<file path="src/rtl/fp_add_sequencer_pkg.sv">
// Shared types and constants for the FP adder sequencer.
// Holds the sequencer state encoding and the single-precision field layout.
package fpseqpkg;

  typedef enum logic [1:0] {IDLE, ISSUE, WAIT, HOLD} SeqStateType;

  // Default single-precision field widths
  localparam int EXP_BITS_DEF  = 8;
  localparam int MANT_BITS_DEF = 23;

  // Exponent field position inside a single-precision word
  localparam int EXP_LSB = MANT_BITS_DEF;
  localparam int EXP_MSB = MANT_BITS_DEF + EXP_BITS_DEF - 1;

  // Quiet NaN for single precision: sign 0, exponent all ones, mantissa MSB set
  localparam logic [31:0] QNAN_SP = 32'h7FC0_0000;

endpackage

</file>
<file path="src/rtl/fp_add_sequencer_exp_compare.sv">
// Combinational exponent comparator.
// Produces A>B (strict) and the magnitude of the exponent difference.
module exp_compare #(
  parameter int EXPBITS = 8
) (
  input  logic [EXPBITS-1:0] ExpA,
  input  logic [EXPBITS-1:0] ExpB,
  output logic               ExpSet,
  output logic [EXPBITS-1:0] ExpDiff
);

  logic [EXPBITS:0] diff_w;
  logic             borrow_w;

  // One extra bit catches the borrow, which marks exp(B) > exp(A)
  always_comb begin
    diff_w   = {1'b0, ExpA} - {1'b0, ExpB};
    borrow_w = diff_w[EXPBITS];
    ExpSet   = !borrow_w && (|diff_w[EXPBITS-1:0]);
    ExpDiff  = borrow_w ? (ExpB - ExpA) : diff_w[EXPBITS-1:0];
  end

endmodule

</file>
<file path="src/rtl/fp_add_sequencer.sv">
// FP adder sequencer: initiator side of the adder control handshake.
// Accepts an operand pair, issues a one-cycle Go to the adder control,
// waits for FlagResult, then holds the captured sum on a valid/ready output.
// Optional watchdog on the WAIT state is enabled with `define FP_SEQ_TIMEOUT_EN.
module fp_add_sequencer
  import fpseqpkg::*;
#(
  parameter int EXPBITS      = EXP_BITS_DEF,
  parameter int MANTISSABITS = MANT_BITS_DEF,
  parameter int MAXCYCLES    = 64
) (
  input  logic                            Clock,
  input  logic                            Reset,
  input  logic                            InValid,
  output logic                            InReady,
  input  logic [EXPBITS+MANTISSABITS:0]   OpA,
  input  logic [EXPBITS+MANTISSABITS:0]   OpB,
  output logic [EXPBITS+MANTISSABITS:0]   OperandA,
  output logic [EXPBITS+MANTISSABITS:0]   OperandB,
  output logic                            Go,
  output logic                            ExpSet,
  output logic [EXPBITS-1:0]              ExpDiff,
  output logic [EXPBITS-1:0]              Diff,
  input  logic                            FlagResult,
  input  logic [EXPBITS+MANTISSABITS:0]   ResultIn,
  output logic                            OutValid,
  input  logic                            OutReady,
  output logic [EXPBITS+MANTISSABITS:0]   Result,
`ifdef FP_SEQ_TIMEOUT_EN
  output logic                            TimeoutErr,
  output logic                            CoreReset,
`endif
  output logic                            Busy
);

  localparam int W = 1 + EXPBITS + MANTISSABITS;

  SeqStateType          state_q;
  logic [W-1:0]         opa_q, opb_q, result_q;
  logic                 go_q, exp_set_q, out_valid_q;
  logic [EXPBITS-1:0]   exp_diff_q, diff_q;

  // Comparator output is the next-state value for the exponent registers
  logic                 exp_set_d;
  logic [EXPBITS-1:0]   exp_diff_d;

  exp_compare #(.EXPBITS(EXPBITS)) u_exp_compare (
    .ExpA    (OpA[W-2:MANTISSABITS]),
    .ExpB    (OpB[W-2:MANTISSABITS]),
    .ExpSet  (exp_set_d),
    .ExpDiff (exp_diff_d)
  );

`ifdef FP_SEQ_TIMEOUT_EN
  localparam int CW = $clog2(MAXCYCLES + 1);
  localparam logic [W-1:0] QNAN = {1'b0, {EXPBITS{1'b1}}, 1'b1, {(MANTISSABITS-1){1'b0}}};
  logic [CW-1:0] wait_cnt_q;
  logic          timeout_err_q, core_reset_q;
`else
  // Watchdog limit only matters when the timeout feature is built in
  logic unused_maxcycles;
  assign unused_maxcycles = (MAXCYCLES != 0);
`endif

  // Sequencer FSM with all outputs registered
  always_ff @(posedge Clock) begin
    // NOTE: sequential state uses non-blocking assignments so every register
    // samples pre-edge values regardless of statement order.
    if (Reset) begin
      state_q     <= IDLE;
      opa_q       <= '0;
      opb_q       <= '0;
      result_q    <= '0;
      go_q        <= 1'b0;
      exp_set_q   <= 1'b0;
      exp_diff_q  <= '0;
      diff_q      <= '0;
      out_valid_q <= 1'b0;
`ifdef FP_SEQ_TIMEOUT_EN
      wait_cnt_q    <= '0;
      timeout_err_q <= 1'b0;
      core_reset_q  <= 1'b0;
`endif
    end else begin
      go_q <= 1'b0;
`ifdef FP_SEQ_TIMEOUT_EN
      core_reset_q <= 1'b0;
`endif
      unique case (state_q)
        IDLE: begin
          if (InValid) begin
            opa_q      <= OpA;
            opb_q      <= OpB;
            exp_set_q  <= exp_set_d;
            exp_diff_q <= exp_diff_d;
            diff_q     <= exp_diff_d;
            go_q       <= 1'b1;
            state_q    <= ISSUE;
          end
        end
        ISSUE: begin
          state_q <= WAIT;
`ifdef FP_SEQ_TIMEOUT_EN
          wait_cnt_q <= '0;
`endif
        end
        WAIT: begin
          // A real result beats a simultaneous watchdog expiry
          if (FlagResult) begin
            result_q    <= ResultIn;
            out_valid_q <= 1'b1;
            state_q     <= HOLD;
          end
`ifdef FP_SEQ_TIMEOUT_EN
          else if (wait_cnt_q == CW'(MAXCYCLES - 1)) begin
            result_q      <= QNAN;
            out_valid_q   <= 1'b1;
            timeout_err_q <= 1'b1;
            core_reset_q  <= 1'b1;
            state_q       <= HOLD;
          end else begin
            wait_cnt_q <= wait_cnt_q + CW'(1);
          end
`endif
        end
        HOLD: begin
          if (out_valid_q && OutReady) begin
            out_valid_q <= 1'b0;
            state_q     <= IDLE;
`ifdef FP_SEQ_TIMEOUT_EN
            timeout_err_q <= 1'b0;
`endif
          end
        end
        default: state_q <= IDLE;
      endcase
    end
  end

  assign InReady  = (state_q == IDLE) && !Reset;
  assign Busy     = (state_q != IDLE);
  assign OperandA = opa_q;
  assign OperandB = opb_q;
  assign Go       = go_q;
  assign ExpSet   = exp_set_q;
  assign ExpDiff  = exp_diff_q;
  assign Diff     = diff_q;
  assign Result   = result_q;
  assign OutValid = out_valid_q;
`ifdef FP_SEQ_TIMEOUT_EN
  assign TimeoutErr = timeout_err_q;
  assign CoreReset  = core_reset_q;
`endif

endmodule

</file>
<file path="config.mk">
export PLATFORM = sky130hd
export DESIGN_NAME = fp_add_sequencer
export DESIGN_NICKNAME = d
export VERILOG_FILES = /design/src/rtl/fp_add_sequencer_pkg.sv /design/src/rtl/fp_add_sequencer_exp_compare.sv /design/src/rtl/fp_add_sequencer.sv
export SDC_FILE = /design/constraint.sdc
export NUM_CORES = 1
export LEC_CHECK = 0
export ABC_AREA = 1
export CORE_UTILIZATION = 35
export CTS_CLUSTER_DIAMETER = 80
export DETAILED_ROUTE_END_ITERATION = 8
export PLACE_DENSITY = 0.66
export SLEW_MARGIN = 15
export SYNTH_ARGS = -nofsm -noshare
export SYNTH_HDL_FRONTEND = slang
export SYNTH_SLANG_ARGS = --single-unit
</file>
<file path="constraint.sdc">
create_clock -name Clock -period 2.4 [get_ports Clock]
set_input_delay 0.36 -clock Clock [delete_from_list [all_inputs] [get_ports Clock]]
set_output_delay 0.36 -clock Clock [all_outputs]
set_load 0.02 [all_outputs]
</file>
==> flow_summary.toml <==
[outcome]
status = "finished, final reports clean"

[floorplan]
fp-row-count = 42
core_um2 = 13200
start_util = 0.358
ios = 218
dieHeight_um = 118
die_width_um = 118
die_area_um2 = 14000

[timing]
rsz0062_at_grt = "false"
relSlewSlack = 0.719
maxSlewViolCount = 0
max_freq_ghz = 0.472
period_share = 0.883
finalHoldViolCount = 0
setup_violations = 0
worst_pin_slew_ns = 0.418
fin_tns_setup_ns = 0
clock_skew_ns = 0.00817
finalCriticalPeriod_ns = 2.12

[setup_path]
cp-start-kind = "register"
regToRegStartpoint = "state_q[0]"
r2r_cells = 8
crit_arrival_ns = 1.76
critPathMaxFanout = 4
reg2reg_to = "Result[23]"
path_class = "reg2out"
crit_required_ns = 2.04
endpoint_kind = "output port"
rrSetupSlack_ns = 0.78

[hold_path]
worstHoldStart = "OperandB[9]"
min_path_cells = 2
hp-class = "reg2reg"
min_to = "OperandB[9]"

[yosys]
synth_edf_count = 0
synth_cell_types = 34
async_flop_share = 0
synth_ff_type = "dfxtp_1"
syn-num-nets = 761
ys_seq_area_frac = 0.461
netlist.area_leader.share = 0.461
yosys_warnings = 0
synth-seq-cells = 109
synth_top_cell_by_area = "dfxtp_1"
synthCells = 638
syn_avg_cell_area_um2 = 7.42
netlist_area_um2 = 4730
synthTopCellsByArea = "dfxtp_1, nor2_1, o21ai_0"

[final_layout]
n_antenna_cell = 0
drive_gt1_frac = 0.0546
fin_util = 0.556
final_cell_mix = "clkdlybuf4s50_1, nor2_1, dfxtp_1, o21ai_0, nand2_1"
area_growth_syn_to_layout_pct = 55.6
fill_cells = 1258
nNetsFinal = 962
instances_no_fill = 1018
final_common_cell = "clkdlybuf4s50_1"

[clocking]
cts_hold_buf = 0
cts_resized = 0
clk_latency_ns = 0.35
post-cts-setup-buffers = 0
h-tree-depth = 3
numCtsBuffers = 9
cts_buffer_depth = 2
cts_root_buf = "clkbuf_16"
clk_pin_slew_ns = 0.07
cts_tree = "yes"
cts_sinks = 109

[drt]
detail_route.wl_per_cell_um = 13.7
wl_mm = 14.0
via_per_inst = 4.65
drcViolationCount = 0
dr_total_vias = 4735
drtAntennaViolNets = 0
first_pass_iters = 4
first_iter_violations = 251

[power]
p_switching_mw = 2.60
p_seq_frac = 0.351
p_per_area_nw_per_um2 = 982
sw_frac_of_total = 0.360
p_leak_nw = 3.07
combPwrFrac = 0.430
ir_drop_mv = 0.466
fin_total_pwr_mw = 7.24
power.share.clock = 0.219
p_int_mw = 4.64

[grt]
grt_remaining_overflow = 0
grt_max_degree = 74
grt_pass1_wl_mm = 22.6
grt_util_all_layers = 0.201
antenna_found_initial = 0
first_global_vias = 4591

[placement]
gp_congestion = 0.901
place.port_buffers = 217
place_inst = 1004
dpl.hpwl_mm = 10.5

[job]
drv_cap = 0
metrics by stage:
| step | worst slack [ns] | hold WS [ns] | cell area (um2) |
|---|---|---|---|
| after floorplan | 0.619 | 0.490 | 4730 |
| after global placement | 0.0298 | 0.463 | 7060 |
| after detailed placement | 0.00635 | 0.473 | 7060 |
| after CTS | 0.254 | 0.488 | 7370 |
| after global routing | 0.184 | 0.508 | 7370 |
| final | 0.280 | 0.483 | 7370 |
worst max-delay path: stages (launching register included):
cell,delay [ns]
dfxtp_1,0.31
inv_1,0.12
ha_1,0.20
inv_1,0.07
nor2_1,0.09
clkdlybuf4s50_1,0.63
power by group through the flow:
stage	Sequential (mW)	Combinational (mW)	Clock (mW)
3_3_place_gp	2.56	3.10	0
6_report	2.54	3.11	1.59
2_1_floorplan	3.11	1.16	0
4_1_cts	2.55	3.15	1.62
5_1_grt	2.60	3.39	1.70
3_5_place_dp	2.58	3.13	0
cells in the mapped netlist, types with 2 or more instances:
| cell type | instances |
|---|---|
| nor2_1 | 180 |
| clkbuf_1 | 20 |
| ha_1 | 20 |
| o21ai_1 | 2 |
| inv_1 | 44 |
| fa_1 | 2 |
| o21a_1 | 3 |
| xor2_1 | 2 |
| buf_4 | 9 |
| buf_2 | 5 |
| buf_6 | 3 |
| nand2_2 | 4 |
| dfxtp_1 | 109 |
| inv_2 | 2 |
| nand2_1 | 62 |
| nand3_1 | 18 |
| a21oi_2 | 2 |
| a21oi_1 | 28 |
| o21ai_0 | 103 |
| buf_1 | 6 |
cell type report:
| class | count | area (um2) | share of cell area |
|---|---|---|---|
| Clock buffer | 11 | 243 | 0.0329 |
| Clock inverter | 3 | 68.8 | 0.00934 |
| Inverter | 48 | 184 | 0.0250 |
| Multi-Input combinational cell | 437 | 2130 | 0.290 |
| Sequential cell | 109 | 2180 | 0.296 |
| Tap cell | 176 | 220 | 0.0299 |
| Timing Repair Buffer | 234 | 2340 | 0.317 |
flip-flops by register name, indices dropped and copies added (netlist names):
name / count
Diff: 8
ExpSet: 1
OperandB: 32
Result: 32
state_q: 2
OutValid: 1
Go: 1
OperandA: 32
logic make-up (layout without fill, tap and decap cells):
group,after synthesis,in the layout,share of synthesized area
buf+inv,92,296,0.0891
simple gates,270,270,0.226
xor+xnor,3,3,0.00555
compound gates,142,142,0.157
flops,109,109,0.461
fa+ha+maj,22,22,0.0613
metal layers:
| metal | global-route usage | vias up | routed length (um) |
|---|---|---|---|
| met2 | 0.342 | 172 | 6440 |
| met1 | 0.242 | 2133 | 6170 |
| met5 | 0 | - | 0 |
| met3 | 0.0492 | 20 | 1080 |
| li1 | - | 2410 | - |
| met4 | 0.0809 | 0 | 289 |
worst max-delay path by stage:
stage,start,to,cells after the start
2_1_floorplan,OpA[23],Diff[3],13
3_3_place_gp,OpA[23],Diff[3],14
3_5_place_dp,OpA[23],Diff[3],14
4_1_cts,state_q[0],InReady,5
5_1_grt,state_q[0],InReady,5
6_report,state_q[0],InReady,5
(Power assumes the default switching activity.)
==> variant 1, RTL diff (same flow settings) <==
Make the reset (`Reset`) asynchronous in one clocked block.
--- a/src/rtl/fp_add_sequencer.sv
+++ b/src/rtl/fp_add_sequencer.sv
@@ -63,7 +63,7 @@
 `endif
 
   // Sequencer FSM with all outputs registered
-  always_ff @(posedge Clock) begin
+  always_ff @(posedge Clock or posedge Reset) begin
     // NOTE: sequential state uses non-blocking assignments so every register
     // samples pre-edge values regardless of statement order.
     if (Reset) begin
Behaviour: differs if Reset is asserted again (counterexample within 4 cycles, from zero or initial values and one cycle with Reset high); with Reset held inactive, the same outputs for 4 cycles.
==> variant 1 against the original RTL <==
- power rose by 30%
- area after synthesis rose by 5.6%
- first-iteration DRC count fell by 2.8%
- wire length rose by 2.1%
- final area rose by 3.7%
- die area rose by 5.5%
- sequential cell count did not move
- setup slack got worse by 130 ps
- combinational power rose by 53%
- largest power group unchanged
==> variant 1: results <==
export IMPL_ys_types=28
export IMPL_min_to="OperandB[15]"
export IMPL_grt_pass1_wl_um=22500
export IMPL_vias=4435
export IMPL_worstHoldStart="OperandB[15]"
export IMPL_grt_max_degree=110
export IMPL_rrSetupSlack_ps=690
export IMPL_synth_nets=734
export IMPL_grt_use_met3_pct=3.90
export IMPL_wl_per_cell_um=14.3
export IMPL_cpPeakStageDelay_ps=610
export IMPL_place_area_um2=7340
export IMPL_ys_flop_type="dfrtp_1"
export IMPL_clock_skew_ps=10.0
export IMPL_grt_usage_pct=19.8
export IMPL_grt_overflow=0
export IMPL_hpwlAfterDp_um=10300
export IMPL_yosys_top_cells_area="dfrtp_1, nand2_1, ha_1"
export IMPL_vdd_drop_max_uv=651
export IMPL_layout_drive_gt1_share_pct=4.02
export IMPL_hold_depth=2
export IMPL_synth_compound_area_share_pct=4.18
export IMPL_synth_fa_ha_area_share_pct=5.81
export IMPL_synth_xor_xnor_area_share_pct=0.526
export IMPL_crit_arrival_ps=1890
export IMPL_relSlewSlack_pct=55.7
export IMPL_first_global_vias=4418
export IMPL_yosysSeqAreaShare_pct=54.6
export IMPL_nets=938
export IMPL_drt_initial_drc_count=244
export IMPL_gp_congestion=0.840
export IMPL_whs_ps=481
export IMPL_leakagePower_uw=0.00382
export IMPL_r2r_start="state_q[1]"
export IMPL_synth_top_cells_by_count="nand2_1, dfrtp_1, inv_1, nand3_1"
export IMPL_path_delay_family="buffers and inverters"
export IMPL_synth_async_reset_ratio_pct=100
export IMPL_use_met2_pct=32.7
export IMPL_synth_top_cell_area_share_pct=54.6
export IMPL_status="completed"
export IMPL_r2r_end="Diff[3]"
export IMPL_grtUsageMet1_pct=25.4
export IMPL_fillers=1282
export IMPL_postLayoutCoreUtil_pct=55.0
export IMPL_worst_r2r_path_depth=7
[variant 1: final cells by class]
cell class	count	share of cell area, %
repair buffers	224	29.6
flip-flops and latches	109	35.7
multi-input cells	434	25.9
clock buffers	14	3.72
well taps	180	2.95
clock inverters	2	0.180
inverters	37	1.90
[variant 1: per-stage QoR]
step                      power [µW]  std cells  worst slack, ps
after detailed placement        7990        984            -61.3
after global routing           10000       1000             38.7
after global placement          7910        984            -5.41
after floorplan                 5610        611              639
final                           9410       1000              152
after CTS                       9530       1000              128
[variant 1: cells by family after synthesis]
group | count (synthesis)
flops | 109
xor+xnor | 3
fa+ha+maj | 22
buf+inv | 68
simple gates | 371
compound gates | 38
[variant 1: worst min-delay path: stages (launching register included)]
cell	delay, ps
dfrtp_1	340
nand2_1	50
nand2_1	50
[variant 1: layer usage]
layer	routed length, µm	up-vias	part of all wire [%]
met5	0	-	0
met1	6250	2005	44
li1	-	2277	-
met2	6920	139	49
met4	240	0	1.7
met3	851	14	6.0
[variant 1: how the worst max path moves through the flow]
stage	startpoint	to	slack, ps
6_report	state_q[0]	InReady	150
5_1_grt	state_q[0]	InReady	40
3_5_place_dp	OpA[23]	Diff[2]	-60
2_1_floorplan	OpA[23]	Diff[2]	640
3_3_place_gp	OpA[23]	Diff[2]	-5
4_1_cts	state_q[0]	InReady	130
[variant 1: report_power, final]
group	internal [µW]	total, µW	switching, µW
Sequential	2680	3150	473
Clock	822	1490	671
Combinational	2190	4760	2580
==> variant 2, RTL diff (same flow settings) <==
Made on the original files. Set the package constant `EXP_BITS_DEF` to 12 (it was 8).
--- a/src/rtl/fp_add_sequencer_pkg.sv
+++ b/src/rtl/fp_add_sequencer_pkg.sv
@@ -5,7 +5,7 @@
   typedef enum logic [1:0] {IDLE, ISSUE, WAIT, HOLD} SeqStateType;
 
   // Default single-precision field widths
-  localparam int EXP_BITS_DEF  = 8;
+  localparam int EXP_BITS_DEF  = 12;
   localparam int MANT_BITS_DEF = 23;
 
   // Exponent field position inside a single-precision word
Interface: changed (8 resized); port bits go from 218 to 250. No check against the original RTL was run, so the function may have changed too.
==> variant 2 against the original RTL <==
- final area increased by 30%
- combinational power increased by 25%
- wire length increased by 34%
- area after synthesis increased by 23%
- fmax decreased by 3.3%
- largest cell class unchanged
- setup slack got worse by 72 ps
- global-route usage increased by 1.9 points
- sequential cell count increased by 16
- power increased by 31%
==> variant 2: results <==
export IMPL_worstSkewPairLatency_ps=410
export IMPL_wirelength_um=18700
export IMPL_firstDrtPassIters=5
export IMPL_vias_per_cell=4.60
export IMPL_p_int_uw=6080
export IMPL_grtUsageMet1_pct=28.4
export IMPL_hpwlAfterDp_um=14200
export IMPL_leakagePower_uw=0.00415
export IMPL_layout_drive_gt1_share_pct=10.9
export IMPL_met2WireLength_um=8550
export IMPL_grt_max_degree=57
export IMPL_regArea_um2=2500
export IMPL_io_buffers=249
export IMPL_gp_congestion=0.914
export IMPL_rrSetupSlack_ps=710
export IMPL_drt_initial_drc_count=267
export IMPL_whs_ps=480
export IMPL_ys_seq_elements=125
export IMPL_fillers=1503
export IMPL_max_freq_mhz=456
export IMPL_status="completed"
export IMPL_buf_share_pct=32.3
export IMPL_clock_skew_ps=8.04
export IMPL_yosys_top_cells_area="dfxtp_1, nor2_1, o21ai_0"
export IMPL_min_to="Result[4]"
export IMPL_r2r_start="state_q[1]"
export IMPL_buffers=319
export IMPL_place_area_um2=8940
export IMPL_multi_input_area_um2=2790
export IMPL_vdd_drop_max_uv=553
export IMPL_worstHoldStart="Result[4]"
export IMPL_nMultiInputCombCells=552
export IMPL_grt_pass1_wl_um=30100
export IMPL_design_core_area_um2=16100
export IMPL_numCtsBuffers=17
export IMPL_nClkBuffers=19
export IMPL_synth_top_cells_by_count="nor2_1, dfxtp_1, o21ai_0, nand2_1, inv_1"
export IMPL_grt_use_met3_pct=4.82
export IMPL_relSlewSlack_pct=61.8
export IMPL_final_clk_cell_share_pct=6.31
export IMPL_crit_arrival_ps=1830
export IMPL_comb_cell_power_uw=3890
export IMPL_use_met2_pct=36.3
-- variant 2: per-stage QoR --
| stage | setup slack [ps] | util [%] | setup TNS, ps | cells |
|---|---|---|---|---|
| 6_report | 208 | 59.2 | 0 | 1321 |
| 5_1_grt | 37.9 | 59.2 | 0 | 1321 |
| 4_1_cts | 183 | 59.2 | 0 | 1321 |
| 3_5_place_dp | -172 | 55.5 | -1590 | 1290 |
| 3_3_place_gp | -154 | 55.5 | -1170 | 1290 |
| 2_1_floorplan | 494 | - | 0 | 807 |
-- variant 2: logic make-up (layout without fill, tap and decap cells) --
group / after synthesis / in the layout / share of synthesized area, %
AND/OR/NAND/NOR: 322 / 322 / 22.5
flip-flops: 125 / 125 / 42.8
buffers and inverters: 130 / 428 / 9.40
XOR/XNOR: 7 / 7 / 1.05
adder cells (fa/ha/maj): 29 / 29 / 6.47
AO/OA/AOI/OAI: 194 / 194 / 17.8
